===== src/rtl/rf_addr_pkg.sv =====
// Shared encodings and helpers for the register-address sequencer.
package rf_addr_pkg;

  typedef enum logic [1:0] {
    SELA_RN  = 2'd0,
    SELA_RD  = 2'd1,
    SELA_R15 = 2'd2,
    SELA_SEQ = 2'd3
  } sel_a_e;

  typedef enum logic [2:0] {
    SELC_RD  = 3'd0,
    SELC_RN  = 3'd1,
    SELC_R14 = 3'd2,
    SELC_R15 = 3'd3,
    SELC_SEQ = 3'd4
  } sel_c_e;

  localparam int REG_LR = 14;
  localparam int REG_PC = 15;

  // Sized for the widest legal list (32); callers zero-extend and truncate.
  function automatic logic [5:0] popcount(input logic [31:0] v);
    logic [5:0] n;
    n = '0;
    for (int i = 0; i < 32; i++) n = n + 6'(v[i]);
    return n;
  endfunction

endpackage


===== src/rtl/lsb_prio_enc.sv =====
// Lowest-set-bit priority encoder with a valid flag.
module lsb_prio_enc #(
  parameter int W  = 16,
  parameter int IW = (W > 1) ? $clog2(W) : 1
) (
  input  logic [W-1:0]  vec,
  output logic [IW-1:0] idx,
  output logic          valid
);

  always_comb begin
    idx   = '0;
    valid = |vec;
    // Scan downward so the lowest set bit is the last to write idx.
    for (int i = W - 1; i >= 0; i--) begin
      if (vec[i]) idx = IW'(i);
    end
  end

endmodule


===== src/rtl/rf_addr_seq.sv =====
// A/C register-address muxes with an LDM/STM block-transfer sequencer
// that walks the IR register list in ascending order.
module rf_addr_seq
  import rf_addr_pkg::*;
#(
  parameter int NREG       = 16,
  parameter int RA_W       = $clog2(NREG),
  parameter int LIST_W     = 16,
  parameter int WORD_BYTES = 4,
  parameter int OFF_W      = $clog2(LIST_W * WORD_BYTES) + 1
) (
  input  logic            clk,
  input  logic            rst_n,
  input  logic [31:0]     ir,
  input  logic [1:0]      sel_a,
  input  logic [2:0]      sel_c,
  input  logic            start,
  input  logic            step,
  output logic [RA_W-1:0] addr_a,
  output logic [RA_W-1:0] addr_c,
  output logic            busy,
  output logic            last,
  output logic            done,
  output logic [RA_W:0]   count,
  output logic [OFF_W-1:0] offset
);

  localparam int IW = (LIST_W > 1) ? $clog2(LIST_W) : 1;
  localparam int CW = RA_W + 1;

  logic [LIST_W-1:0] mask;
  logic [LIST_W-1:0] list;
  logic [IW-1:0]     enc_idx;
  logic              enc_valid;
  logic [RA_W-1:0]   cur;
  logic [RA_W-1:0]   rn, rd;
  logic              unused;

  assign list   = ir[LIST_W-1:0];
  assign rn     = RA_W'(ir[19:16]);
  assign rd     = RA_W'(ir[15:12]);
  assign unused = ^ir[31:20];

  lsb_prio_enc #(.W(LIST_W), .IW(IW)) u_enc (
    .vec   (mask),
    .idx   (enc_idx),
    .valid (enc_valid)
  );

  assign cur  = enc_valid ? RA_W'(enc_idx) : '0;
  assign last = busy & enc_valid & ((mask & (mask - 1'b1)) == '0);

  always_comb begin
    addr_a = rn;
    case (sel_a_e'(sel_a))
      SELA_RN:  addr_a = rn;
      SELA_RD:  addr_a = rd;
      SELA_R15: addr_a = RA_W'(REG_PC);
      SELA_SEQ: addr_a = cur;
      default:  addr_a = rn;
    endcase
  end

  always_comb begin
    addr_c = '0;
    case (sel_c_e'(sel_c))
      SELC_RD:  addr_c = rd;
      SELC_RN:  addr_c = rn;
      SELC_R14: addr_c = RA_W'(REG_LR);
      SELC_R15: addr_c = RA_W'(REG_PC);
      SELC_SEQ: addr_c = cur;
      default:  addr_c = '0;
    endcase
  end

  always_ff @(posedge clk) begin
    if (!rst_n) begin
      mask   <= '0;
      busy   <= 1'b0;
      done   <= 1'b0;
      count  <= '0;
      offset <= '0;
    end else begin
      done <= 1'b0;
      if (!busy) begin
        // start outranks step in idle; an empty list completes immediately.
        if (start) begin
          count  <= CW'(popcount(32'(list)));
          offset <= '0;
          if (list != '0) begin
            mask <= list;
            busy <= 1'b1;
          end else begin
            done <= 1'b1;
          end
        end
      end else if (step) begin
        mask <= mask & (mask - 1'b1);
        if (last) begin
          busy <= 1'b0;
          done <= 1'b1;
        end else begin
          offset <= offset + OFF_W'(WORD_BYTES);
        end
      end
    end
  end

endmodule

===== config.mk =====
export PLATFORM = sky130hd
export DESIGN_NAME = rf_addr_seq
export DESIGN_NICKNAME = d
export VERILOG_FILES = /design/src/rtl/rf_addr_pkg.sv /design/src/rtl/lsb_prio_enc.sv /design/src/rtl/rf_addr_seq.sv
export SDC_FILE = /design/constraint.sdc
export NUM_CORES = 1
export LEC_CHECK = 0
export CORE_MARGIN = 5
export CORE_UTILIZATION = 48
export CTS_CLUSTER_DIAMETER = 200
export DETAILED_ROUTE_END_ITERATION = 8
export PLACE_DENSITY_LB_ADDON = 0.3
export SYNTH_ARGS = -nofsm -noshare
export SYNTH_HDL_FRONTEND = slang
export SYNTH_SLANG_ARGS = --single-unit

===== constraint.sdc =====
create_clock -name clk -period 4.1 [get_ports clk]
set_input_delay 0.41 -clock clk [delete_from_list [all_inputs] [get_ports clk]]
set_output_delay 0.41 -clock clk [all_outputs]
set_load 0.05 [all_outputs]

# Yosys cells after proc, flatten, opt, wreduce, memory -nomap -nowiden

Index checks and enable logic that the tools add are counted.

Add/sub/neg operators: 17
Eq/ne operators: 9
Multiplexer cells: 37
Bitwise logic cells: 4
Reduce and logical (&&, ||, !) cells: 10

Operators with widths:

| kind                    | number |
|---|---|
| $mux W4                 | 17 |
| $mux W16                | 4 |
| $add A5 B1 Y5           | 11 |
| $mux W7                 | 4 |
| $pmux W4 S5             | 1 |
| $and A16 B16 Y16        | 1 |
| $logic_not A16 Y1       | 1 |
| $pmux W4 S4             | 1 |
| $reduce_bool A16 Y1     | 1 |
| $reduce_or A16 Y1       | 1 |
| $sub A16 B1 Y16 const B | 1 |
| $mux W1                 | 10 |
| $add A7 B3 Y7 const B   | 1 |
| $eq A3 B2 Y1 const B    | 2 |
| $reduce_and A3 Y1       | 2 |
| $add A4 B1 Y5           | 1 |
| $add A3 B1 Y4           | 1 |
| $eq A2 B2 Y1 const B    | 2 |
| $ne A2 B2 Y1 const B    | 2 |
| $reduce_bool A2 Y1      | 2 |
| $add A2 B1 Y3           | 1 |
| $eq A3 B1 Y1 const B    | 1 |
| $eq A3 B3 Y1 const B    | 1 |
| $logic_not A3 Y1        | 1 |
| other kinds (6)         | 7 |

Register bits after elaboration: 30
Bits of input ports: 41
Word-level logic and storage cells: 82

# Depth between registers and ports, before layout

Gate-level depths: netlist (run 1).

Depth in word-level cells: 18
Mapped depth: 13

# Modules after synthesis

Synthesis (run 1) repeated with hierarchy kept, for this count alone.

Cells, all modules: 303
Area, all modules: 2437.3 um2

By module, submodules not included:

| module       | times used | cells an instance | area each (um2) |
|---|---|---|---|
| rf_addr_seq  | 1          | 269               | 2260.9 |
| lsb_prio_enc | 1          | 34                | 176.4 |

# Worst setup path before layout (run 1)

Ideal clock, no wire load.

Path type: in2reg
From: input ir[0]
To: register count[3]
Data arrival time: 3335 ps
Data required time: 3985 ps
Path slack: 651 ps
Stages on the path: 12
Path buffers: 0
Cells stage by stage: fa_1 inv_1 fa_1 inv_1 fa_1 fa_1 ha_1 a21o_1 a21oi_1 xor2_1 o21ai_0 and2_1

Word-level cells in the longest chain between the ends: 15

Ends and longest elaborated chain:

| element                     | line              | source |
|---|---|---|
| start, declared             | rf_addr_seq.sv:14 | `input logic [31:0] ir,` |
| $add A1 B1 Y2               | rf_addr_pkg.sv:26 | `for (int i = 0; i < 32; i++) n = n + 6'(v[i]);` |
| $add A2 B1 Y3               | rf_addr_pkg.sv:26 |  |
| $add A3 B1 Y4               | rf_addr_pkg.sv:26 |  |
| $add A4 B1 Y5               | rf_addr_pkg.sv:26 |  |
| $add A5 B1 Y5 (11 in a row) | rf_addr_pkg.sv:26 |  |
| end signal, assigned        | rf_addr_seq.sv:88 | `count <= CW'(popcount(32'(list)));` |
| end, declared               | rf_addr_seq.sv:24 | `output logic [RA_W:0] count,` |

Every way passes these cells.
A chain may end at the register's enable or synchronous reset.

# Worst setup path after layout (run 1)

From: register mask[0]
To: output last

Word-level cells in the longest chain between the ends: 4
Elaborated cells between the ends (all ways): 6
Classes of those cells: add/sub (1); bitwise (3); reduce/logical (2)

Ends and longest elaborated chain:

| element                | line              | source |
|---|---|---|
| start, declared        | rf_addr_seq.sv:31 | `logic [LIST_W-1:0] mask;` |
| start signal, assigned | rf_addr_seq.sv:91 | `mask <= list;` |
| start signal, assigned | rf_addr_seq.sv:98 | `mask <= mask & (mask - 1'b1);` |
| $sub A16 B1 Y16        | rf_addr_seq.sv:51 | `assign last = busy & enc_valid & ((mask & (mask - 1'b1)) == '0);` |
| $and A16 B16 Y16       | rf_addr_seq.sv:51 |  |
| $logic_not A16 Y1      | rf_addr_seq.sv:51 |  |
| $and A1 B1 Y1 (*)      | rf_addr_seq.sv:51 |  |
| end, declared          | rf_addr_seq.sv:22 | `output logic last,` |

Mark *: on every way between the ends. The rest lies on a longest branch, timed or not.

==> results of run 1 <==
-- how the worst min path moves through the flow --
stage,to,start,slack (ns),cells after the start
final,count[0],count[0],0.49,2
after global routing,count[0],count[0],0.52,2
after CTS,count[0],count[0],0.49,2
after detailed placement,count[0],count[0],0.47,2
after global placement,count[0],count[0],0.46,2
after floorplan,mask[15],mask[15],0.49,2
-- worst max-delay path, stage by stage, from the launching register on --
cell                              delay, ns
sky130_fd_sc_hd__dfxtp_1               0.39
sky130_fd_sc_hd__or4_1                 0.58
sky130_fd_sc_hd__or4_4                 0.56
sky130_fd_sc_hd__maj3_2                0.32
sky130_fd_sc_hd__o21ai_1               0.21
sky130_fd_sc_hd__nor4b_4               0.28
sky130_fd_sc_hd__clkdlybuf4s50_1       0.85
-- stage by stage --
stage | std cells | setup WS, ns | total power, uW
floorplan | 279 | 0.651 | 696
global placement | 381 | 0.00405 | 863
detailed placement | 381 | -0.0728 | 880
CTS | 385 | 0.222 | 1100
global route | 385 | 0.0500 | 1180
finish | 385 | 0.216 | 1100
-- synthesized netlist by cell type (2+ instances only) --
library cell,instances,share of area
sky130_fd_sc_hd__o21ai_0,16,0.036
sky130_fd_sc_hd__a21oi_1,15,0.034
sky130_fd_sc_hd__nor3_1,3,0.0068
sky130_fd_sc_hd__or4_1,3,0.010
sky130_fd_sc_hd__clkbuf_1,9,0.015
sky130_fd_sc_hd__o21ai_1,3,0.0068
sky130_fd_sc_hd__nor4_1,6,0.017
sky130_fd_sc_hd__fa_1,10,0.091
sky130_fd_sc_hd__a21boi_0,10,0.034
sky130_fd_sc_hd__a22oi_1,12,0.041
sky130_fd_sc_hd__maj3_1,2,0.0091
sky130_fd_sc_hd__o22ai_1,3,0.0085
sky130_fd_sc_hd__o21bai_1,3,0.010
sky130_fd_sc_hd__o211ai_1,2,0.0068
sky130_fd_sc_hd__ha_1,7,0.040
sky130_fd_sc_hd__o31a_1,2,0.0079
sky130_fd_sc_hd__o22a_1,3,0.012
sky130_fd_sc_hd__nand2_1,32,0.054
sky130_fd_sc_hd__dfxtp_1,28,0.25
sky130_fd_sc_hd__inv_1,25,0.042
sky130_fd_sc_hd__a2111oi_0,4,0.016
sky130_fd_sc_hd__mux2i_1,3,0.014
sky130_fd_sc_hd__o31ai_1,2,0.0068
sky130_fd_sc_hd__mux2_2,3,0.015
sky130_fd_sc_hd__nor2b_1,16,0.045
sky130_fd_sc_hd__buf_4,2,0.0068
sky130_fd_sc_hd__nor2_1,15,0.025
sky130_fd_sc_hd__nand2b_1,2,0.0057
sky130_fd_sc_hd__nand3_1,3,0.0068
sky130_fd_sc_hd__nand4_1,5,0.014
sky130_fd_sc_hd__or2_2,5,0.014
sky130_fd_sc_hd__a21o_1,2,0.0068
-- power by group through the flow --
stage	clock, uW	sequential [uW]	combinational [uW]
global placement	0	331	531
floorplan	0	367	329
global route	243	333	608
detailed placement	0	333	546
finish	222	328	548
CTS	225	327	550
-- metal layers --
layer / global-route usage / share of wire / vias up
met2: 0.359 / 0.50 / 100
met3: 0.0359 / 0.069 / 14
met1: 0.268 / 0.41 / 1084
met5: 0 / 0 / -
met4: 0.0550 / 0.020 / 0
li1: - / - / 1106
-- sequential cells by signal, summed over array words and instances (netlist names) --
| register | flops |
|---|---|
| busy | 1 |
| count | 5 |
| done | 1 |
| mask | 16 |
| offset | 5 |
-- logic make-up (layout without fill, tap and decap cells) --
family                     after synthesis  after routing  share of synthesized area
adders and majority gates               20             20                      0.144
DFF                                     28             28                      0.254
buffers and inverters                   38             92                     0.0685
muxes                                    6              6                     0.0289
other                                    1              2                    0.00170
AOI/OAI and AO/OA                       87             87                      0.266
and+or+nand+nor                         97             97                      0.233
xor gates and xnor gates                 1              1                    0.00396
-- cell usage in the layout, fill, tap and decap left out, types with 3 or more instances in the layout --
cell,n
sky130_fd_sc_hd__nand3_1,3
sky130_fd_sc_hd__a22oi_1,12
sky130_fd_sc_hd__or4_1,3
sky130_fd_sc_hd__dfxtp_1,28
sky130_fd_sc_hd__o22a_1,3
sky130_fd_sc_hd__clkdlybuf4s50_1,49
sky130_fd_sc_hd__o21bai_1,3
sky130_fd_sc_hd__nor2b_1,16
sky130_fd_sc_hd__or2_2,5
sky130_fd_sc_hd__nand4_1,5
sky130_fd_sc_hd__mux2_2,3
sky130_fd_sc_hd__a21oi_1,15
sky130_fd_sc_hd__o21ai_1,3
sky130_fd_sc_hd__clkbuf_8,3
sky130_fd_sc_hd__inv_1,25
sky130_fd_sc_hd__ha_1,7
sky130_fd_sc_hd__mux2i_1,3
sky130_fd_sc_hd__o21ai_0,16
sky130_fd_sc_hd__o22ai_1,3
sky130_fd_sc_hd__buf_4,14
sky130_fd_sc_hd__nor2_1,15
sky130_fd_sc_hd__a2111oi_0,4
sky130_fd_sc_hd__nor3_1,3
sky130_fd_sc_hd__fa_1,10
sky130_fd_sc_hd__nor4_1,6
sky130_fd_sc_hd__nand2_1,32
sky130_fd_sc_hd__a21boi_0,10
-- area by class of cell --
cell class | instances | area [um^2]
fill | 391 | 1530
sequential | 28 | 561
clock inverter | 1 | 30.0
inverter | 25 | 93.8
timing repair buffer | 63 | 596
multi-input combinational | 213 | 1500
tap | 52 | 65.1
clock buffer | 3 | 41.3
==> flow_summary.json, run 1 <==
{
  "drive_above_1_share": 0.0871,
  "port_buffers": 49,
  "critPathRequiredTime_ns": 3.69,
  "endpoint_kind": "output port",
  "cts.reportedPaths.clkPinSlew_ns": 0.10,
  "min_period_ns": 3.88,
  "insertedDiodeCount": 0,
  "maximum_number_of_pins_on_one_net_before_global_route_repair": 32,
  "ir_drop_uv": 262,
  "initial_antenna_violation_count": 0,
  "finalWirelength_um": 6300,
  "globalplace.congestion": 0.827,
  "setup_viol_count_final": 0,
  "cts-root-buf": "sky130_fd_sc_hd__clkbuf_8",
  "grt_first_pass_wirelength_um": 10600,
  "hold_path.class": "reg2reg",
  "initial_core_utilization": 0.501,
  "drt_iter0_markers": 139,
  "viasPerCell": 5.98,
  "grt_pass1_vias": 2200,
  "globalRouteOverflowTotal": 0,
  "slew_violations": 0,
  "synth.ff_latch_count": 28,
  "power_per_cell_area_nw_per_um2": 380,
  "pin_count": 64,
  "final_nets": 392,
  "worst_pin_slew_ns": 0.950,
  "critPathArrivalTime_ns": 3.47,
  "cts_buffer_depth": 2,
  "clock_power_share": 0.202,
  "crit_path_max_fanout": 8,
  "cts_resized": 0,
  "synthToLayoutAreaGrowth_pct": 30.7,
  "layout_worst_path_cycle_share": 0.947,
  "dieWidth_um": 77.9,
  "synth_seq_area_share": 0.254,
  "setup-tns-final_ns": 0,
  "power.sequential.fraction": 0.299,
  "postSynth.topFlopCell": "sky130_fd_sc_hd__dfxtp_1",
  "synth-edff-count": 0,
  "placement_rows": 24,
  "tritoncts_num_sinks": 28,
  "p_sw_frac": 0.399,
  "synthCells": 278,
  "cts_htree_levels": 1,
  "r2r-end": "offset[6]",
  "number_of_clock_buffers_inserted_by_tritoncts": 3,
  "slack_of_the_worst_reg_to_reg_path_ns": 1.30,
  "syn-mean-instance-area_um2": 7.95,
  "core_um2": 4410,
  "postCtsSetupRepairBufs": 0,
  "worstSetupPathType": "reg2out",
  "net_switching_power_of_the_design_uw": 438,
  "grt_setup_unrepaired": "false",
  "synth.yosys.warnings": 0,
  "final_hold_viol_count": 0,
  "r2r_start": "mask[0]",
  "setup.worst_path.end": "last",
  "route.antenna.remaining_nets": 0,
  "first_pass_iters": 5,
  "cellLeakagePower_uw": 0.00119,
  "async_flop_share": 0,
  "cap_viol_max_count": 0,
  "global_route.usage.total": 0.209,
  "maxSlewHeadroom": 0.365,
  "timing.critical_path.from": "mask[0]",
  "post-route-drc-count": 0,
  "cell_internal_pwr_uw": 660,
  "placement.cell_area_um2": 2820,
  "insertion_delay_ns": 0.28,
  "worst_clock_skew_ns": 0.00986,
  "cts_tree": "yes",
  "die-height_um": 77.9,
  "route.vias.total": 2304,
  "synthesis.area_um2": 2210,
  "max_clock_freq_ghz": 0.257,
  "ctsHoldBuffers": 0,
  "post_synth_cell_types": 54,
  "design.die.area_um2": 6060,
  "final_core_utilization": 0.654,
  "worst_r2r_path_depth": 7,
  "detailed_place_hpwl_um": 4780,
  "critical_path.startpoint_type": "flip-flop",
  "fin_area_um2": 2890,
  "fin_hold_ws_ns": 0.486,
  "run_status": "finished, final reports clean",
  "portion_of_total_power_attributed_to_combinational_logic": 0.499,
  "route.detailed.wl_per_inst_um": 16.4
}
Power figures use the tool's default switching activity.
==> inputs of run 2 (changes only) <==
- GPL_TIMING_DRIVEN: unset -> 0
==> flow_summary.json, run 2 (same netlist as run 1, synthesis figures left out) <==
{
  "layout_commonest_cell": "sky130_fd_sc_hd__clkdlybuf4s50_1",
  "cts_buffer_depth": 2,
  "setup_viol_count_final": 0,
  "grt_pass1_vias": 2274,
  "maximum_number_of_pins_on_one_net_before_global_route_repair": 16,
  "endpoint_kind": "flip-flop",
  "route.detailed.wl_per_inst_um": 16.1,
  "crit_path_max_fanout": 5,
  "regMostFlops": "mask",
  "worst_r2r_path_depth": 8,
  "r2r_start": "mask[0]",
  "largest_register_ff_count": 16,
  "placed_cells_incl_taps": 379,
  "initial_antenna_violation_count": 0,
  "dieWidth_um": 77.9,
  "worst_clock_skew_ns": 0.00692,
  "post-route-drc-count": 0,
  "net_switching_power_of_the_design_uw": 434,
  "globalplace.congestion": 0.887,
  "cts_tree": "yes",
  "final_hold_viol_count": 0,
  "pin_count": 64,
  "synthToLayoutAreaGrowth_pct": 27.4,
  "filler_cell_count": 397,
  "final_nets": 390,
  "global_route.usage.total": 0.207,
  "worst_hold_path_stage_count": 2,
  "port_buffers": 48,
  "route.antenna.remaining_nets": 0,
  "max_clock_freq_ghz": 0.252,
  "reg_top3": "mask (16), count (5), offset (5)",
  "cell_internal_pwr_uw": 604,
  "power_per_cell_area_nw_per_um2": 368,
  "slew_violations": 0,
  "detailed_place_hpwl_um": 4790,
  "r2r-end": "offset[6]",
  "hold_path.class": "reg2reg",
  "cap_viol_max_count": 0,
  "critical_path.startpoint_type": "input port",
  "drt_iter0_markers": 187,
  "hp-start": "count[2]",
  "cellLeakagePower_uw": 0.00116,
  "layout_worst_path_cycle_share": 0.967,
  "p_total_uw": 1040,
  "mostFrequentLayoutCells": "sky130_fd_sc_hd__clkdlybuf4s50_1 (47), sky130_fd_sc_hd__nand2_1 (32), sky130_fd_sc_hd__dfxtp_1 (28)",
  "clock_power_share": 0.168,
  "first_pass_iters": 5,
  "worst_pin_slew_ns": 1.04,
  "slack_of_the_worst_reg_to_reg_path_ns": 1.16,
  "cts.reportedPaths.clkPinSlew_ns": 0.10,
  "ir_drop_uv": 237,
  "min_period_ns": 3.96,
  "p_sw_frac": 0.418,
  "maxSlewHeadroom": 0.287,
  "die-height_um": 77.9,
  "critPathArrivalTime_ns": 4.13,
  "initial_core_utilization": 0.501,
  "cts_resized": 0,
  "fin_cells": 383,
  "worstSetupPathType": "in2reg",
  "placement_rows": 24,
  "grt_first_pass_wirelength_um": 10400,
  "globalRouteOverflowTotal": 0,
  "number_of_clock_buffers_inserted_by_tritoncts": 3,
  "finalWirelength_um": 6170,
  "route.vias.total": 2273,
  "portion_of_total_power_attributed_to_combinational_logic": 0.523,
  "run_status": "finished, final reports clean",
  "insertion_delay_ns": 0.28,
  "ctsHoldBuffers": 0,
  "postCtsSetupRepairBufs": 0,
  "design.die.area_um2": 6060,
  "insertedDiodeCount": 0,
  "core_um2": 4410,
  "critPathRequiredTime_ns": 4.27,
  "cts-root-buf": "sky130_fd_sc_hd__clkbuf_8",
  "hold_path_end": "count[2]",
  "viasPerCell": 5.93,
  "drive_above_1_share": 0.0544,
  "cts_htree_levels": 1,
  "tritoncts_num_sinks": 28,
  "grt_setup_unrepaired": "false",
  "power.sequential.fraction": 0.309
}
-- run 2: through the flow --
step	cell area (um^2)	setup TNS, ns	hold slack (ns)	util	setup WS, ns
after global routing	2820	0	0.515	0.638	0.00462
after global placement	2760	-0.216	0.449	0.625	-0.108
final	2820	0	0.479	0.638	0.137
after CTS	2820	0	0.480	0.638	0.0976
after detailed placement	2760	-0.360	0.461	0.625	-0.155
after floorplan	2210	0	0.494	-	0.651
-- run 2: worst max-delay path by stage --
stage / start / endpoint / cells after the start
6_report: ir[13] / count[2] / 14
5_1_grt: mask[8] / addr_c[0] / 8
4_1_cts: mask[0] / last / 7
3_5_place_dp: ir[13] / count[2] / 14
3_3_place_gp: ir[13] / count[2] / 14
2_1_floorplan: ir[0] / count[3] / 12
-- run 2: worst max-delay path, stage by stage --
cell	delay, ns
sky130_fd_sc_hd__clkdlybuf4s50_1	0.64
sky130_fd_sc_hd__fa_1	0.48
sky130_fd_sc_hd__fa_1	0.49
sky130_fd_sc_hd__inv_1	0.06
sky130_fd_sc_hd__fa_1	0.49
sky130_fd_sc_hd__fa_1	0.42
sky130_fd_sc_hd__inv_1	0.07
sky130_fd_sc_hd__ha_1	0.15
sky130_fd_sc_hd__inv_1	0.06
sky130_fd_sc_hd__fa_1	0.39
sky130_fd_sc_hd__nor2b_1	0.17
sky130_fd_sc_hd__nor2_1	0.05
sky130_fd_sc_hd__o21ai_0	0.12
sky130_fd_sc_hd__a21boi_0	0.12
-- run 2: per-layer routing --
metal | track usage | wire length (um) | up-vias | share of wire
met5 | 0 | 0 | - | 0
li1 | - | - | 1099 | -
met4 | 0.0533 | 75 | 0 | 0.012
met2 | 0.359 | 3000 | 98 | 0.49
met1 | 0.261 | 2670 | 1069 | 0.43
met3 | 0.0428 | 429 | 7 | 0.070
-- run 2: final cells by class --
| cell class | instances | area [um^2] | share of cell area |
|---|---|---|---|
| repair buffers | 48 | 483 | 0.171 |
| well taps | 52 | 65.1 | 0.0231 |
| multi-input cells | 213 | 1500 | 0.533 |
| plain buffers | 13 | 57.6 | 0.0204 |
| clock buffers | 4 | 55.1 | 0.0195 |
| inverters | 25 | 93.8 | 0.0333 |
| flip-flops and latches | 28 | 561 | 0.199 |
-- run 2: power groups by stage --
stage          Clock, uW  Sequential [uW]  Combinational, uW
6_report             174              321                543
5_1_grt              189              325                603
4_1_cts              178              320                547
3_5_place_dp           0              326                544
2_1_floorplan          0              367                329
3_3_place_gp           0              325                526
==> inputs of run 3 (changes only) <==
- SETUP_SLACK_MARGIN: unset -> 0.05
==> flow_summary.json, run 3 (same netlist as run 1, synthesis figures left out) <==
{
  "critPathRequiredTime_ns": 4.27,
  "initial_antenna_violation_count": 0,
  "number_of_clock_buffers_inserted_by_tritoncts": 3,
  "endpoint_kind": "flip-flop",
  "cts_htree_levels": 1,
  "regMostFlops": "mask",
  "die-height_um": 77.9,
  "worst_pin_slew_ns": 0.789,
  "route.detailed.wl_per_inst_um": 16.0,
  "first_pass_iters": 4,
  "pin_count": 64,
  "placed_cells_incl_taps": 379,
  "detailed_place_hpwl_um": 4790,
  "fin_area_um2": 2820,
  "design.die.area_um2": 6060,
  "cts_tree": "yes",
  "setup-tns-final_ns": 0,
  "final_core_utilization": 0.639,
  "cts-root-buf": "sky130_fd_sc_hd__clkbuf_8",
  "worst_clock_skew_ns": 0.00629,
  "placement_rows": 24,
  "max_clock_freq_ghz": 0.253,
  "viasPerCell": 5.91,
  "layout_commonest_cell": "sky130_fd_sc_hd__clkdlybuf4s50_1",
  "maxSlewHeadroom": 0.473,
  "placement.cell_area_um2": 2760,
  "core_um2": 4410,
  "largest_register_ff_count": 16,
  "min_period_ns": 3.95,
  "tritoncts_num_sinks": 28,
  "final_nets": 390,
  "cellLeakagePower_uw": 0.00116,
  "setup_viol_count_final": 0,
  "globalplace.congestion": 0.887,
  "critPathArrivalTime_ns": 4.11,
  "initial_core_utilization": 0.501,
  "global_route.usage.total": 0.207,
  "cap_viol_max_count": 0,
  "post-route-drc-count": 0,
  "grt_setup_unrepaired": "false",
  "slew_violations": 0,
  "drive_above_1_share": 0.0544,
  "dieWidth_um": 77.9,
  "route.antenna.remaining_nets": 0,
  "insertedDiodeCount": 0,
  "insertion_delay_ns": 0.28,
  "mostFrequentLayoutCells": "sky130_fd_sc_hd__clkdlybuf4s50_1 (46), sky130_fd_sc_hd__nand2_1 (32), sky130_fd_sc_hd__dfxtp_1 (28)",
  "globalRouteOverflowTotal": 0,
  "postCtsSetupRepairBufs": 0,
  "maximum_number_of_pins_on_one_net_before_global_route_repair": 16,
  "fin_hold_ws_ns": 0.479,
  "port_buffers": 48,
  "crit_path_max_fanout": 5,
  "filler_cell_count": 398,
  "hold_path.class": "reg2reg",
  "route.vias.total": 2265,
  "final_hold_viol_count": 0,
  "grt_first_pass_wirelength_um": 10400,
  "power_per_cell_area_nw_per_um2": 368,
  "fin_cells": 383,
  "ir_drop_uv": 237,
  "layout_worst_path_cycle_share": 0.962,
  "cts.reportedPaths.clkPinSlew_ns": 0.10,
  "finalWirelength_um": 6140,
  "drt_iter0_markers": 182,
  "worstSetupPathType": "in2reg",
  "synthToLayoutAreaGrowth_pct": 27.6,
  "critical_path.startpoint_type": "input port",
  "cts_buffer_depth": 2,
  "reg_top3": "mask (16), count (5), offset (5)",
  "grt_pass1_vias": 2274,
  "run_status": "finished, final reports clean"
}
## run 3: worst max-delay path, stage by stage
cell,delay [ns]
sky130_fd_sc_hd__clkdlybuf4s50_1,0.63
sky130_fd_sc_hd__fa_1,0.48
sky130_fd_sc_hd__fa_1,0.49
sky130_fd_sc_hd__inv_1,0.06
sky130_fd_sc_hd__fa_1,0.49
sky130_fd_sc_hd__fa_1,0.42
sky130_fd_sc_hd__inv_1,0.07
sky130_fd_sc_hd__ha_1,0.15
sky130_fd_sc_hd__inv_1,0.06
sky130_fd_sc_hd__fa_1,0.39
sky130_fd_sc_hd__nor2b_1,0.17
sky130_fd_sc_hd__nor2_1,0.05
sky130_fd_sc_hd__o21ai_0,0.12
sky130_fd_sc_hd__a21boi_0,0.12
## run 3: routing by layer
| metal | GRT usage | part of all wire | up-vias |
|---|---|---|---|
| met4 | 0.0533 | 0.011 | 0 |
| met3 | 0.0428 | 0.073 | 7 |
| met2 | 0.359 | 0.49 | 88 |
| li1 | - | - | 1098 |
| met5 | 0 | 0 | - |
| met1 | 0.261 | 0.42 | 1072 |
## run 3: final cells by class
type,count,area [um^2],area share
Sequential cell,28,561,0.199
Inverter,25,93.8,0.0333
Tap cell,52,65.1,0.0231
Clock buffer,4,55.1,0.0195
Buffer,13,57.6,0.0204
Timing Repair Buffer,48,485,0.172
Multi-Input combinational cell,213,1500,0.533
## run 3: power by group
| group | internal [uW] | switching, uW | total [uW] | leakage (uW) |
|---|---|---|---|---|
| combinational | 223 | 321 | 544 | 0.000907 |
| sequential | 296 | 24.7 | 320 | 0.000229 |
| clock | 86.1 | 87.1 | 173 | 0.0000288 |
| total | 604 | 433 | 1040 | 0.00116 |
## run 3: repair_timing
action,CTS,global route
endpoints found under the setup margin,0,4
hold buffers,0,0
resized for setup,0,3
## run 3: path summary, 6_finish.rpt
check        startpoint   endpoint  cells after the start  slack, ns
max              ir[15]   count[2]                     14       0.15
min            count[2]   count[2]                      2       0.48
max reg2reg     mask[0]  offset[6]                      8       1.18
min reg2reg    count[2]   count[2]                      2       0.48
## run 3: metrics by stage
step                      worst slack (ns)  power [uW]
after detailed placement            -0.155         869
after global placement              -0.108         851
final                                0.155        1040
after global routing                0.0505        1120
after CTS                           0.0976        1040
after floorplan                      0.651         696
